$ cat src/rtl/user_io_pkg.sv
// Shared types and defaults for the user project I/O controller.
// Latency: n/a (declarations only).
// Backpressure: n/a.
package user_io_pkg;

   // Controller sequencing states, from pad reset through to a terminal mode.
   typedef enum logic [2:0] {
      S_RST,
      S_SETTLE,
      S_STRAP,
      S_HOLD,
      S_RUN,
      S_LOOP,
      S_FAULT
   } state_t;

   localparam int SYNC_STAGES_DEF  = 2;
   localparam int SETTLE_CYC_DEF   = 8;
   localparam int RST_HOLD_CYC_DEF = 16;

   // Pattern driven on the uo pads for an invalid strap: only the MSB set,
   // so it is easy to spot on a scope and cannot be mistaken for idle.
   function automatic logic [63:0] fault_pattern(input int width);
      logic [63:0] p;
      p = '0;
      p[width-1] = 1'b1;
      return p;
   endfunction

endpackage

$ cat src/rtl/user_io_sync.sv
// Multi-flop synchroniser for WIDTH independent bits, cleared by async active-low reset.
// Latency: STAGES clock edges from input to output.
// Backpressure: none; samples every cycle.
module user_io_sync #(
   parameter int WIDTH  = 1,
   parameter int STAGES = 2
) (
   input  logic             i_clk,
   input  logic             i_rst_n,
   input  logic [WIDTH-1:0] i_d,
   output logic [WIDTH-1:0] o_q
);

   logic [STAGES-1:0][WIDTH-1:0] r_q;

   // Shift the input through the synchroniser chain.
   always_ff @(posedge i_clk or negedge i_rst_n) begin
      if (!i_rst_n) begin
         r_q <= '0;
      end else begin
         r_q[0] <= i_d;
         for (int s = 1; s < STAGES; s++) begin
            r_q[s] <= r_q[s-1];
         end
      end
   end

   assign o_q = r_q[STAGES-1];

endmodule

$ cat src/rtl/user_io_ctrl.sv
// Pad-side controller: synchronises reset/ui, latches a project strap, sequences and routes the selected project.
// Latency: pad->slot SYNC_STAGES cycles, slot->pad 1 cycle, loopback SYNC_STAGES+1 cycles.
// Backpressure: none; pure streaming pin routing.
module user_io_ctrl
   import user_io_pkg::*;
#(
   parameter int NUM_UI       = 17,
   parameter int NUM_UO       = 17,
   parameter int NUM_PROJ     = 4,
   parameter int SYNC_STAGES  = SYNC_STAGES_DEF,
   parameter int SETTLE_CYC   = SETTLE_CYC_DEF,
   parameter int RST_HOLD_CYC = RST_HOLD_CYC_DEF,
   parameter int SEL_W        = (NUM_PROJ > 1) ? $clog2(NUM_PROJ) : 1
) (
   input  logic                       clk_i,
   input  logic                       rst_ni,
   input  logic [NUM_UI-1:0]          ui_PAD2CORE,
   output logic [NUM_UO-1:0]          uo_CORE2PAD,
   output logic [NUM_PROJ*NUM_UI-1:0] proj_ui_o,
   input  logic [NUM_PROJ*NUM_UO-1:0] proj_uo_i,
   output logic [NUM_PROJ-1:0]        proj_rst_no,
   output logic [SEL_W-1:0]           sel_o,
   output logic                       run_o,
   output logic                       loop_o,
   output logic                       fault_o
);

   localparam int CNT_MAX = (SETTLE_CYC > RST_HOLD_CYC) ? SETTLE_CYC : RST_HOLD_CYC;
   localparam int CNT_W   = $clog2(CNT_MAX + 1);
   localparam logic [NUM_UO-1:0] FAULT_PATTERN = NUM_UO'(fault_pattern(NUM_UO));

   logic                       w_rst_sync_n;
   logic [NUM_UI-1:0]          w_ui_s;
   state_t                     r_state;
   state_t                     w_next;
   logic [CNT_W-1:0]           r_cnt;
   logic [CNT_W-1:0]           w_cnt_nxt;
   logic [SEL_W-1:0]           r_sel;
   logic [SEL_W-1:0]           w_sel_nxt;
   logic [SEL_W-1:0]           w_strap_sel;
   logic                       w_strap_lp;
   logic                       w_strap_valid;
   logic [NUM_PROJ-1:0]        w_sel_oh;
   logic                       w_route_in;
   logic [NUM_UO-1:0]          w_sel_uo;
   logic [NUM_PROJ*NUM_UI-1:0] w_proj_ui;
   logic [NUM_UO-1:0]          r_uo;
   logic [NUM_PROJ-1:0]        r_proj_rst_n;

   // Pad reset: asserts immediately, releases after SYNC_STAGES clean edges.
   user_io_sync #(
      .WIDTH  (1),
      .STAGES (SYNC_STAGES)
   ) u_rst_sync (
      .i_clk   (clk_i),
      .i_rst_n (rst_ni),
      .i_d     (1'b1),
      .o_q     (w_rst_sync_n)
   );

   // ui pads are asynchronous to the core; every bit gets its own chain.
   user_io_sync #(
      .WIDTH  (NUM_UI),
      .STAGES (SYNC_STAGES)
   ) u_ui_sync (
      .i_clk   (clk_i),
      .i_rst_n (w_rst_sync_n),
      .i_d     (ui_PAD2CORE),
      .o_q     (w_ui_s)
   );

   assign w_strap_sel   = w_ui_s[SEL_W-1:0];
   assign w_strap_lp    = w_ui_s[SEL_W];
   assign w_strap_valid = ({1'b0, w_strap_sel} < (SEL_W+1)'(NUM_PROJ));

   // State, shared cycle counter and latched select.
   always_ff @(posedge clk_i or negedge w_rst_sync_n) begin
      if (!w_rst_sync_n) begin
         r_state <= S_RST;
         r_cnt   <= '0;
         r_sel   <= '0;
      end else begin
         r_state <= w_next;
         r_cnt   <= w_cnt_nxt;
         r_sel   <= w_sel_nxt;
      end
   end

   // Next-state sequencing. The settle window counts from the first cycle
   // out of internal reset, so the single S_RST cycle is part of it.
   always_comb begin
      w_next    = r_state;
      w_cnt_nxt = r_cnt;
      w_sel_nxt = r_sel;
      case (r_state)
         S_RST: begin
            w_next    = S_SETTLE;
            w_cnt_nxt = r_cnt + CNT_W'(1);
         end
         S_SETTLE: begin
            if (r_cnt >= CNT_W'(SETTLE_CYC - 1)) begin
               w_next    = S_STRAP;
               w_cnt_nxt = '0;
            end else begin
               w_cnt_nxt = r_cnt + CNT_W'(1);
            end
         end
         S_STRAP: begin
            w_sel_nxt = w_strap_sel;
            w_cnt_nxt = '0;
            // Loopback wins even when the select field is out of range.
            if (w_strap_lp) begin
               w_next = S_LOOP;
            end else if (!w_strap_valid) begin
               w_next = S_FAULT;
            end else begin
               w_next = S_HOLD;
            end
         end
         S_HOLD: begin
            if (r_cnt == CNT_W'(RST_HOLD_CYC - 1)) begin
               w_next    = S_RUN;
               w_cnt_nxt = '0;
            end else begin
               w_cnt_nxt = r_cnt + CNT_W'(1);
            end
         end
         default: begin
            // S_RUN, S_LOOP and S_FAULT only leave through reset.
            w_next = r_state;
         end
      endcase
   end

   // One-hot of the latched select; empty when the select is out of range.
   always_comb begin
      w_sel_oh = '0;
      for (int k = 0; k < NUM_PROJ; k++) begin
         w_sel_oh[k] = (r_sel == SEL_W'(k));
      end
   end

   // The selected project sees live pins while still held in reset.
   assign w_route_in = (r_state == S_HOLD) || (r_state == S_RUN);

   // Steer ui_s to the selected slot only; all other slots are isolated to 0.
   always_comb begin
      w_proj_ui = '0;
      for (int k = 0; k < NUM_PROJ; k++) begin
         if (w_route_in && w_sel_oh[k]) begin
            w_proj_ui[k*NUM_UI +: NUM_UI] = w_ui_s;
         end
      end
   end

   // Pick the selected project's uo slot.
   always_comb begin
      w_sel_uo = '0;
      for (int k = 0; k < NUM_PROJ; k++) begin
         if (w_sel_oh[k]) begin
            w_sel_uo = proj_uo_i[k*NUM_UO +: NUM_UO];
         end
      end
   end

   // Registered pad outputs and per-slot resets; the release follows the
   // next state so proj_rst_no rises on the very edge that enters S_RUN.
   always_ff @(posedge clk_i or negedge w_rst_sync_n) begin
      if (!w_rst_sync_n) begin
         r_uo         <= '0;
         r_proj_rst_n <= '0;
      end else begin
         r_proj_rst_n <= (w_next == S_RUN) ? w_sel_oh : '0;
         case (r_state)
            S_RUN:   r_uo <= w_sel_uo;
            S_LOOP:  r_uo <= NUM_UO'(w_ui_s);
            S_FAULT: r_uo <= FAULT_PATTERN;
            default: r_uo <= '0;
         endcase
      end
   end

   assign uo_CORE2PAD = r_uo;
   assign proj_ui_o   = w_proj_ui;
   assign proj_rst_no = r_proj_rst_n;
   assign sel_o       = r_sel;
   assign run_o       = (r_state == S_RUN);
   assign loop_o      = (r_state == S_LOOP);
   assign fault_o     = (r_state == S_FAULT);

endmodule

$ cat config.mk
export PLATFORM = sky130hd
export DESIGN_NAME = user_io_ctrl
export DESIGN_NICKNAME = d
export VERILOG_FILES = /design/src/rtl/user_io_pkg.sv /design/src/rtl/user_io_sync.sv /design/src/rtl/user_io_ctrl.sv
export SDC_FILE = /design/constraint.sdc
export NUM_CORES = 1
export LEC_CHECK = 0
export CAP_MARGIN = 5
export CORE_MARGIN = 8
export CORE_UTILIZATION = 35
export DETAILED_ROUTE_END_ITERATION = 8
export GPL_TIMING_DRIVEN = 0
export HOLD_SLACK_MARGIN = 0.08
export PLACE_DENSITY = 0.8
export SLEW_MARGIN = 20
export SYNTH_ARGS = -nofsm -noshare
export SYNTH_HDL_FRONTEND = slang
export SYNTH_SLANG_ARGS = --single-unit
export TNS_END_PERCENT = 100
$ cat constraint.sdc
create_clock -name clk_i -period 2.1 [get_ports clk_i]
set_input_delay 0.21 -clock clk_i [delete_from_list [all_inputs] [get_ports clk_i]]
set_output_delay 0.21 -clock clk_i [all_outputs]
set_load 0.03 [all_outputs]
==> metrics.txt <==
status=complete, but fails checks; failing checks=negative setup slack; antenna violations before repair=0; Clock Sinks=between 60 and 70; Mapped Area=3190 µm²; io pins=around 180; Synth Area in Compound Gates=about a tenth; min Tclk post-route=~2.2 ns; Synth Area in Adders=under 10%; Cell Rows=35; via count=around 2,900; CP startpoint=r_state[0]; R2R Path Start=sel_o[1]; pre-CTS setup slack=-0.593 ns; Via density=between 5 and 6; CTS clk-pin slew, worst paths=approximately 0.07 ns; synthesized area per cell=12.6 µm²; RSZ-0062 raised after global routing=true; PD cells=between 600 and 700 nW/µm²; Ys Warns=0; fin cells=572; Post-DRT Antenna Nets=0; placed insts=~550; Crit Path Category=register to output pin; mux share of post-synthesis cell area=13.6%; final setup margin=-0.0929 ns; area grow syn2layout=79.0%; asr flop ratio synth=between 90% and 100%; antenna diode count=0; crit path launch type=register; die area=between 10,000 and 15,000 µm²; Port Buffers=180; drt wl/cell=between 20 and 25 µm; Final Cycle Share=104%; first-pass GRT wire length=18,000 µm; total gr overflow=0; post-synth cell types=42; H-tree Lvls=3; highest ir drop seen on vdd=around 0.58 mV; first-iteration detailed-routing DRC count=241; layout net count=around 550; Max stage delay on crit path=around 0.39 ns; Setup Skew=about 0.0074 ns; DIE WIDTH=about 110 µm; drc violations=0; P_sw=between 1 and 1.5 mW; gr usage total=18.7%; f_max=~0.46 GHz; Seq/Total Area, Yosys=52.5%; Worst setup EP type=output pin; HP Class=register to async pin; clock buffer count from CTS=9; max_cap viols=0; share of layout cells above drive strength 1=38.8%; ys flop type=dfrtp_1; worst-skew pair later-pin latency=0.33 ns; sequential share of power=between 30% and 40%; most used cell, CP=buf_6; R2R cell count=4; Syn Inst Count=roughly 250; post-DP HPWL=8950 µm; Logic pwr share=36.3%; Setup-failing EPs final=36; Post-synth EDFFs=0; xor/xnor share of the synthesized area=less than 1%; r2r setup slk=around 0.2 ns; simple-gate share of the synthesized area=roughly 18%; Leakage=roughly 2.5 nW; CP top delay family=buffers and inverters; Final Max Slew Viols=0; R2R Path End=uo_CORE2PAD[12]; top post-synthesis cells by area=dfrtp_1, and2_1, mux4_2; top cell type by total area after synthesis=dfrtp_1; largest net degree at the start of global routing=35; drt first pass iters=4; routed wire length=11,700 µm; die height=around 110 µm; Core Footprint=slightly above 9000 µm²; Syn Nets=around 340; Slowest-stage cell, CP=or3b_1; FF+latch count, synth=67; worst path bufs/invs=4; Net Sw Frac=approximately a third; clock share of power=~25%; cell-internal power=about 2.7 mW; Worst EP required=between 1.5 and 2 ns; CTS tree=yes; final hold vios=0; crit path max fanout=8; WP data arrival=approximately 2.0 ns; CTS root buf=clkbuf_8; share of the synthesized area in the top cell type=52.5%; Initial Util=about a third; Critical Path, Cell by Cell=or3b_1, buf_6, a21oi_4, buf_8, buf_12, and2_4, buf_6; Placer Congestion=between 0.7 and 0.8; Clock Path Buffers=2; Levels on crit path=7; vias in the first global route=3,181; main combinational cell family by area after synthesis=simple AND/OR/NAND/NOR gates; Worst setup endpoint=proj_ui_o[45]
-- layout by cell type, fill, tap and decap left out, types with 4 or more instances in the layout --
| cell type | netlist | final |
|---|---|---|
| dfrtp_1 | 67 | 66 |
| a22o_1 | 16 | 16 |
| nand2_1 | 4 | 4 |
| clkdlybuf4s50_1 | 0 | 109 |
| inv_1 | 5 | 5 |
| and2_4 | 0 | 44 |
| buf_6 | 0 | 70 |
| and2_1 | 68 | 24 |
| buf_4 | 2 | 12 |
| o21ai_0 | 4 | 4 |
| buf_8 | 0 | 4 |
| mux4_2 | 17 | 17 |
| clkbuf_8 | 0 | 9 |
| nor2_1 | 7 | 7 |
-- how the worst min path moves through the flow --
stage | slack [ns] | from | endpoint | cells after the start
2_1_floorplan | -0.09 | rst_ni | u_rst_sync.o_q | 0
6_report | 0.28 | u_rst_sync.o_q | u_ui_sync.o_q[14] | 0
3_5_place_dp | 0.29 | u_rst_sync.o_q | u_ui_sync.r_q[12] | 0
3_3_place_gp | 0.33 | u_ui_sync.r_q[2] | u_ui_sync.o_q[2] | 0
5_1_grt | 0.30 | ui_PAD2CORE[7] | u_ui_sync.r_q[7] | 1
4_1_cts | 0.29 | ui_PAD2CORE[16] | u_ui_sync.r_q[16] | 1
-- layer usage --
| layer | vias to the layer above | share of wire, % | GRT usage (%) |
|---|---|---|---|
| met5 | - | 0 | 0 |
| met3 | 17 | 6.2 | 4.92 |
| met1 | 1448 | 36 | 19.0 |
| met4 | 0 | 2.2 | 7.11 |
| li1 | 1295 | - | - |
| met2 | 120 | 55 | 35.6 |
-- cells by family (layout without fill, tap and decap cells) --
family / Yosys count / in the layout
compound gates: 40 / 40
xor+xnor: 2 / 2
fa+ha+maj: 3 / 3
buf+inv: 23 / 230
flops: 67 / 67
mux: 22 / 22
other cells: 1 / 1
simple gates: 96 / 96
-- power groups by stage --
| stage | Clock, mW | Combinational [mW] | Sequential, mW |
|---|---|---|---|
| after floorplan | 0 | 0.809 | 1.58 |
| after global placement | 0 | 1.34 | 1.54 |
| after detailed placement | 0 | 1.39 | 1.54 |
| after CTS | 1.04 | 1.45 | 1.52 |
| after global routing | 1.09 | 1.55 | 1.54 |
| final | 1.01 | 1.44 | 1.52 |
-- flip-flops by register name (all words and copies together), names as in the netlist --
name / count
u_ui_sync.r_q: 17
uo_CORE2PAD: 17
r_cnt: 5
proj_rst_no: 4
u_rst_sync.r_q: 1
sel_o: 2
u_rst_sync.o_q: 1
u_ui_sync.o_q: 17
r_state: 3
-- cell usage after synthesis (3+ instances only) --
cell type / instances
buf_2: 8
o21ai_0: 4
nand2b_1: 3
mux4_2: 17
dfrtp_1: 67
inv_1: 5
nor2_1: 7
mux2i_1: 3
nand3_1: 3
and2_1: 68
a22o_1: 16
nand2_1: 4
ha_1: 3
clkbuf_1: 5
-- stage by stage --
step	total power [mW]	hold WS [ns]	area (µm²)	TNS [ns]	util, %
floorplan	2.39	-0.0856	3190	0	-
global placement	2.87	0.332	5130	-63.62	56.6
detailed placement	2.92	0.291	5160	-28.77	56.9
CTS	4.00	0.292	5630	-4.08	62.1
global route	4.17	0.299	5710	-5.66	63.0
finish	3.97	0.277	5710	-2.04	63.0
-- what timing repair did --
item,CTS,global route
gates resized for setup,518,39
endpoints found under the hold margin,2,0
endpoints found under the setup margin,71,70
pin swaps,5,4
cloned,1,0
hold buffers,1,0
setup buffers,9,2
-- area by class of cell --
class | count | area, µm²
Fill cell | 692 | 3350
Inverter | 6 | 22.5
Tap cell | 111 | 139
Timing Repair Buffer | 193 | 2020
Sequential cell | 67 | 1680
Clock buffer | 10 | 128
Multi-Input combinational cell | 164 | 1540
Buffer | 16 | 138
Clock inverter | 5 | 55.1
Note: power is estimated with default switching activity, not from simulation.
